`src/rtl/usb_transaction_sequencer.sv`:
```
// Device-side USB low-speed transaction sequencer: token/data/handshake sequencing and per-endpoint data toggles.
// Optional build macro USB_SEQ_ERRCNT_EN adds a saturating err_count output.
`timescale 1ns/1ps

// state    | meaning
// IDLE     | waiting for a token addressed to this device
// GET_DATA | OUT/SETUP accepted, waiting for the DATAx packet and its end
// TURN     | response decided, counting bus turnaround
// SEND     | tx_req held with tx_pid until tx_done
// WAIT_HS  | DATAx sent for IN, waiting for the host handshake
module usb_transaction_sequencer #(
    parameter int NUM_EP      = 4,
    parameter int TURN_CYC    = 48,
    parameter int TIMEOUT_CYC = 288
) (
    input  logic              clk,
    input  logic              reset,
    input  logic [6:0]        dev_addr,
    input  logic              rx_active,
    input  logic              rx_error,
    input  logic [3:0]        pid,
    input  logic              pid_valid,
    input  logic [6:0]        address,
    input  logic [3:0]        end_point,
    input  logic              token_valid,
    input  logic              crc16_ok,
    input  logic [NUM_EP-1:0] ep_stall,
    input  logic [NUM_EP-1:0] ep_out_rdy,
    input  logic [NUM_EP-1:0] ep_in_rdy,
    output logic [3:0]        tx_pid,
    output logic              tx_req,
    input  logic              tx_done,
    output logic [3:0]        ep_sel,
    output logic              setup_seen,
    output logic              out_commit,
    output logic              out_discard,
    output logic              in_commit
`ifdef USB_SEQ_ERRCNT_EN
    ,
    output logic [7:0]        err_count
`endif
);

    localparam logic [3:0] PID_OUT   = 4'b0001;
    localparam logic [3:0] PID_IN    = 4'b1001;
    localparam logic [3:0] PID_SETUP = 4'b1101;
    localparam logic [3:0] PID_DATA0 = 4'b0011;
    localparam logic [3:0] PID_DATA1 = 4'b1011;
    localparam logic [3:0] PID_ACK   = 4'b0010;
    localparam logic [3:0] PID_NAK   = 4'b1010;
    localparam logic [3:0] PID_STALL = 4'b1110;

    localparam int MAX_CYC = (TIMEOUT_CYC > TURN_CYC) ? TIMEOUT_CYC : TURN_CYC;
    localparam int TMR_W   = $clog2(MAX_CYC + 1);
    localparam logic [TMR_W-1:0] TURN_LOAD = TMR_W'(TURN_CYC - 1);
    localparam logic [TMR_W-1:0] TOUT_LOAD = TMR_W'(TIMEOUT_CYC - 1);

    typedef enum logic [2:0] {IDLE, GET_DATA, TURN, SEND, WAIT_HS} state_t;

    state_t           state_q, state_d;
    logic [TMR_W-1:0] tmr_q, tmr_d;
    logic [3:0]       ep_q, ep_d;
    logic [3:0]       tok_q, tok_d;
    logic [3:0]       resp_q, resp_d;
    logic             data_seen_q, data_seen_d;
    logic             data1_q, data1_d;
    logic             err_seen_q, err_seen_d;
    logic             rx_active_q;
    logic [15:0]      toggle_q, toggle_d;
    logic             setup_seen_q, setup_seen_d;
    logic             out_commit_q, out_commit_d;
    logic             out_discard_q, out_discard_d;
    logic             in_commit_q, in_commit_d;
    logic             err_inc;

    // endpoint vectors widened so a 4-bit endpoint index is always in range
    logic [15:0] stall_v, out_rdy_v, in_rdy_v;
    logic        pid_ok, rx_fall, tmr_zero, tok_hit;

    assign stall_v   = 16'(ep_stall);
    assign out_rdy_v = 16'(ep_out_rdy);
    assign in_rdy_v  = 16'(ep_in_rdy);
    assign pid_ok    = pid_valid & ~rx_error;
    assign rx_fall   = rx_active_q & ~rx_active;
    assign tmr_zero  = (tmr_q == '0);
    assign tok_hit   = token_valid && (address == dev_addr) && (5'(end_point) < 5'(NUM_EP)) &&
                       (pid == PID_OUT || pid == PID_IN || pid == PID_SETUP);

    always_ff @(posedge clk) begin
        if (!reset) begin
            state_q       <= IDLE;
            tmr_q         <= '0;
            ep_q          <= '0;
            tok_q         <= '0;
            resp_q        <= '0;
            data_seen_q   <= 1'b0;
            data1_q       <= 1'b0;
            err_seen_q    <= 1'b0;
            rx_active_q   <= 1'b0;
            toggle_q      <= '0;
            setup_seen_q  <= 1'b0;
            out_commit_q  <= 1'b0;
            out_discard_q <= 1'b0;
            in_commit_q   <= 1'b0;
        end else begin
            state_q       <= state_d;
            tmr_q         <= tmr_d;
            ep_q          <= ep_d;
            tok_q         <= tok_d;
            resp_q        <= resp_d;
            data_seen_q   <= data_seen_d;
            data1_q       <= data1_d;
            err_seen_q    <= err_seen_d;
            rx_active_q   <= rx_active;
            toggle_q      <= toggle_d;
            setup_seen_q  <= setup_seen_d;
            out_commit_q  <= out_commit_d;
            out_discard_q <= out_discard_d;
            in_commit_q   <= in_commit_d;
        end
    end

    always_comb begin
        state_d       = state_q;
        tmr_d         = tmr_q;
        ep_d          = ep_q;
        tok_d         = tok_q;
        resp_d        = resp_q;
        data_seen_d   = data_seen_q;
        data1_d       = data1_q;
        err_seen_d    = err_seen_q;
        toggle_d      = toggle_q;
        setup_seen_d  = 1'b0;
        out_commit_d  = 1'b0;
        out_discard_d = 1'b0;
        in_commit_d   = 1'b0;
        err_inc       = 1'b0;

        case (state_q)
            IDLE: ;
            GET_DATA: begin
                if (!data_seen_q) begin
                    if (pid_ok && (pid == PID_DATA0 || pid == PID_DATA1)) begin
                        data_seen_d = 1'b1;
                        data1_d     = pid[3];
                        err_seen_d  = 1'b0;
                    end else if (tmr_zero) begin
                        state_d = IDLE;
                        err_inc = 1'b1;
                    end else begin
                        tmr_d = tmr_q - 1'b1;
                    end
                end else begin
                    if (rx_error) err_seen_d = 1'b1;
                    if (rx_fall) begin
                        if (err_seen_q || rx_error || !crc16_ok) begin
                            out_discard_d = 1'b1;
                            err_inc       = 1'b1;
                            state_d       = IDLE;
                        end else if (tok_q == PID_SETUP) begin
                            // SETUP is answered even on a halted endpoint; DATA1 is malformed
                            if (data1_q) begin
                                out_discard_d = 1'b1;
                                state_d       = IDLE;
                            end else begin
                                resp_d         = PID_ACK;
                                toggle_d[ep_q] = 1'b1;
                                setup_seen_d   = 1'b1;
                                out_commit_d   = 1'b1;
                                state_d        = TURN;
                                tmr_d          = TURN_LOAD;
                            end
                        end else begin
                            state_d = TURN;
                            tmr_d   = TURN_LOAD;
                            if (stall_v[ep_q]) begin
                                resp_d        = PID_STALL;
                                out_discard_d = 1'b1;
                            end else if (!out_rdy_v[ep_q]) begin
                                resp_d        = PID_NAK;
                                out_discard_d = 1'b1;
                            end else if (data1_q != toggle_q[ep_q]) begin
                                resp_d        = PID_ACK;
                                out_discard_d = 1'b1;
                            end else begin
                                resp_d         = PID_ACK;
                                out_commit_d   = 1'b1;
                                toggle_d[ep_q] = ~toggle_q[ep_q];
                            end
                        end
                    end
                end
            end
            TURN: begin
                if (tmr_zero) state_d = SEND;
                else          tmr_d   = tmr_q - 1'b1;
            end
            SEND: begin
                if (tx_done) begin
                    if (resp_q == PID_DATA0 || resp_q == PID_DATA1) begin
                        state_d = WAIT_HS;
                        tmr_d   = TOUT_LOAD;
                    end else begin
                        state_d = IDLE;
                    end
                end
            end
            WAIT_HS: begin
                if (pid_ok) begin
                    if (pid == PID_ACK) begin
                        in_commit_d    = 1'b1;
                        toggle_d[ep_q] = ~toggle_q[ep_q];
                    end
                    state_d = IDLE;
                end else if (tmr_zero) begin
                    state_d = IDLE;
                    err_inc = 1'b1;
                end else begin
                    tmr_d = tmr_q - 1'b1;
                end
            end
            default: state_d = IDLE;
        endcase

        // a token outside TURN/SEND silently cancels whatever was decided above
        if (token_valid && (state_q == IDLE || state_q == GET_DATA || state_q == WAIT_HS)) begin
            state_d       = IDLE;
            toggle_d      = toggle_q;
            setup_seen_d  = 1'b0;
            out_commit_d  = 1'b0;
            out_discard_d = 1'b0;
            in_commit_d   = 1'b0;
            err_inc       = 1'b0;
            if (tok_hit) begin
                ep_d        = end_point;
                tok_d       = pid;
                data_seen_d = 1'b0;
                err_seen_d  = 1'b0;
                if (pid == PID_IN) begin
                    state_d = TURN;
                    tmr_d   = TURN_LOAD;
                    if (stall_v[end_point])       resp_d = PID_STALL;
                    else if (!in_rdy_v[end_point]) resp_d = PID_NAK;
                    else if (toggle_q[end_point])  resp_d = PID_DATA1;
                    else                           resp_d = PID_DATA0;
                end else begin
                    state_d = GET_DATA;
                    tmr_d   = TOUT_LOAD;
                end
            end
        end
    end

    always_comb begin
        tx_req      = (state_q == SEND);
        tx_pid      = tx_req ? resp_q : 4'h0;
        ep_sel      = ep_q;
        setup_seen  = setup_seen_q;
        out_commit  = out_commit_q;
        out_discard = out_discard_q;
        in_commit   = in_commit_q;
    end

`ifdef USB_SEQ_ERRCNT_EN
    logic [7:0] err_cnt_q, err_cnt_d;

    always_comb begin
        err_cnt_d = err_cnt_q;
        if (err_inc && err_cnt_q != 8'hFF) err_cnt_d = err_cnt_q + 8'd1;
    end

    always_ff @(posedge clk) begin
        if (!reset) err_cnt_q <= '0;
        else        err_cnt_q <= err_cnt_d;
    end

    assign err_count = err_cnt_q;
`else
    logic err_inc_unused;
    assign err_inc_unused = err_inc;
`endif

endmodule

```
`config.mk`:
```
export PLATFORM = sky130hd
export DESIGN_NAME = usb_transaction_sequencer
export DESIGN_NICKNAME = d
export VERILOG_FILES = /design/src/rtl/usb_transaction_sequencer.sv
export SDC_FILE = /design/constraint.sdc
export NUM_CORES = 1
export LEC_CHECK = 0
export BUFFER_PORTS_ARGS = -buffer_cell sky130_fd_sc_hd__buf_2
export CORE_UTILIZATION = 50
export DETAILED_ROUTE_END_ITERATION = 8
export PLACE_DENSITY = 0.83
export REMOVE_ABC_BUFFERS = 1
export SYNTH_ARGS = -nofsm -noshare
export SYNTH_HDL_FRONTEND = slang
export SYNTH_SLANG_ARGS = --single-unit
```
`constraint.sdc`:
```
create_clock -name clk -period 2.73 [get_ports clk]
set_input_delay 0.273 -clock clk [delete_from_list [all_inputs] [get_ports clk]]
set_output_delay 0.273 -clock clk [all_outputs]
set_load 0.02 [all_outputs]
```
==> impl_metrics.yaml <==
run_status:
  status: "completed"
sta:
  holdWs_ps: 206
  setup_violations: 0
  min_period_ps: 2540
  fin_ws_ps: 193
  max_freq_mhz: 394
  slew_viol_final: 0
  relSlewSlack: 0.251
  fin_crit_sh: 0.929
  rsz0062_at_grt: "false"
  fin_skew_ps: 11.9
  fin_setup_tns_ps: 0
  final_hold_viol_count: 0
  tightest_slew_ps: 1120
die:
  row_count: 28
  num_io_pins: 55
  core_mm2: 0.00599
  die_w_um: 81.2
  die_h_um: 81.2
  die-area_mm2: 0.00659
  start_util: 0.523
detailed_routing:
  firstDrtPassIters: 5
  vias: 3259
  drt-total-wl_um: 9120
  wl_per_cell_um: 18.0
  viasPerCell: 6.43
  antenna_violating_nets_post_route: 0
  drt_iter0_markers: 343
  drc: 0
clock_network:
  cts_tree: "yes"
  cts_buffer_depth: 2
  cts_inserted_buffers: 5
  clk_latency_ps: 300
  ctsHoldBuffers: 0
  clkTransAtPathRegs_ps: 90
  cts_resized: 0
  cts_setup_buffers: 0
  cts_sinks: 48
  htree_num_levels: 2
  cts_root_buffer: "clkbuf_8"
placed_design:
  placed_area_mm2: 0.00350
  place_worst_setup_slack_ps: 257
  port_buffers: 54
  globalplace.congestion: 0.987
  dp_cells: 500
  dpl.hpwl_um: 6730
global_route:
  grt_first_pass_wirelength_um: 14800
  grt_antenna_before_repair: 0
  grt_pass1_vias: 3144
  grt_max_degree: 31
  overflow: 0
  grtUsageTotal: 0.294
setup_path:
  worstPathRequired_ps: 2860
  slowest_delay_ps: 860
  slowest_stage: "o21ai_1"
  rr_worst_depth: 5
  worstSetupPathType: "register to register"
  path_cells: "mux4_2, mux2i_4, mux2_2, o21ai_1, mux2i_1"
  cp_data_arrival_time_ps: 2670
  startpoint_type: "register"
  critical_path_buf_inv_count: 0
  cp.depth: 5
  crit_family: "multiplexers"
  worstPathMaxFanout: 16
  worst_setup_path_end_kind: "register"
pwr:
  p_per_area_mw_per_mm2: 368
  max-vdd-ir-drop_v: 0.000254
  power_leakage_uw: 0.00147
final_layout:
  syn_to_final_growth_pct: 14.4
  fin_cells: 507
  fill_cells: 529
  drive_gt1_frac: 0.222
  insertedDiodeCount: 0
  stdcell_area_mm2: 0.00359
  nNetsFinal: 475
  layout_commonest_cell: "buf_2"
  mostFrequentLayoutCells: "buf_2 (54), dfxtp_1 (48), nand2_1 (44)"
worst_hold_path:
  hp-class: "primary input to register"
  whs_path_depth: 2
synth:
  async_reset_ff_frac: 0
  synth_ff_type: "dfxtp_1"
  syn_inst: 376
  syn_area_mm2: 0.00314
  synth.distinct_cells: 68
  syn_area_per_cell_um2: 8.34
  ys_seq_elements: 48
  yosysWarnings: 0
  ys_seq_area_frac: 0.306
  synth_enable_flop_cells: 0
run:
  maxCapViolCount: 0
## kinds of logic (layout without fill, tap and decap cells)
kind of cell / after synthesis / after routing / synth area share
simple gates: 168 / 168 / 0.281
mux: 28 / 28 / 0.127
compound gates: 87 / 87 / 0.199
flops: 48 / 48 / 0.306
xor+xnor: 10 / 10 / 0.0279
fa+ha+maj: 1 / 1 / 0.00399
buf+inv: 34 / 90 / 0.0547
## state kept, by name (all words and copies together) (netlist names), 3 cells and up
name / cells
state_q: 3
ep_sel: 4
tmr_q: 9
resp_q: 4
tok_q: 4
toggle_q: 16
## power breakdown
group / internal, uW / switching, uW
sequential: 702 / 4.52
combinational: 70.7 / 101
clock: 203 / 241
total: 976 / 346
## cell usage after synthesis, types with 4 or more instances
library cell | number | area [um^2]
nor3_1 | 6 | 30.0
nand3_1 | 16 | 80.1
nand2_1 | 44 | 165
clkbuf_1 | 11 | 41.3
nand2b_1 | 7 | 43.8
nand4_1 | 6 | 37.5
a31oi_1 | 6 | 37.5
a21oi_1 | 21 | 105
mux4_2 | 7 | 158
nor2_1 | 38 | 143
nor2b_1 | 8 | 50.1
and2_1 | 5 | 31.3
nand3b_1 | 4 | 30.0
o21ai_0 | 15 | 75.1
dfxtp_1 | 48 | 961
inv_1 | 13 | 48.8
xnor2_1 | 8 | 70.1
mux2i_1 | 18 | 180
nor4_1 | 7 | 43.8
o21a_1 | 5 | 37.5
nand4b_1 | 5 | 43.8
and3_1 | 5 | 31.3
## per-stage QoR
stage               total power [uW]   util
floorplan                        814      -
global placement                 885  0.584
detailed placement               890  0.584
CTS                             1330  0.599
global route                    1370  0.599
finish                          1320  0.599
## layout make-up
class                      instances  area [um^2]  area share
sequential                        48          961       0.268
timing repair buffer              70          390       0.109
inverter                          13         48.8      0.0136
tap                               75         93.8      0.0262
clock inverter                     1         8.76     0.00244
clock buffer                       6         82.6      0.0230
multi-input combinational        294         2000       0.558
## worst register-to-register path, cell delays in order (launching register included)
cell and delay (ps):
dfxtp_1 610, mux4_2 330, mux2i_4 100, mux2_2 270
o21ai_1 860, mux2i_1 200
## layer usage
layer | up-vias | track usage | wire length [um]
li1 | 1503 | - | -
met1 | 1549 | 0.349 | 3600
met2 | 168 | 0.495 | 4500
met3 | 39 | 0.0708 | 683
met4 | 0 | 0.145 | 331
met5 | - | 0 | 0
## worst paths after layout
| path | start | endpoint | slack (ps) |
|---|---|---|---|
| worst min-delay path | rx_active | rx_active_q | 210 |
| worst max-delay path | ep_sel[2] | toggle_q[0] | 190 |
| worst max register to register | ep_sel[2] | toggle_q[0] | 190 |
| worst min register to register | toggle_q[9] | toggle_q[9] | 470 |
Power figures use the tool's default switching activity.
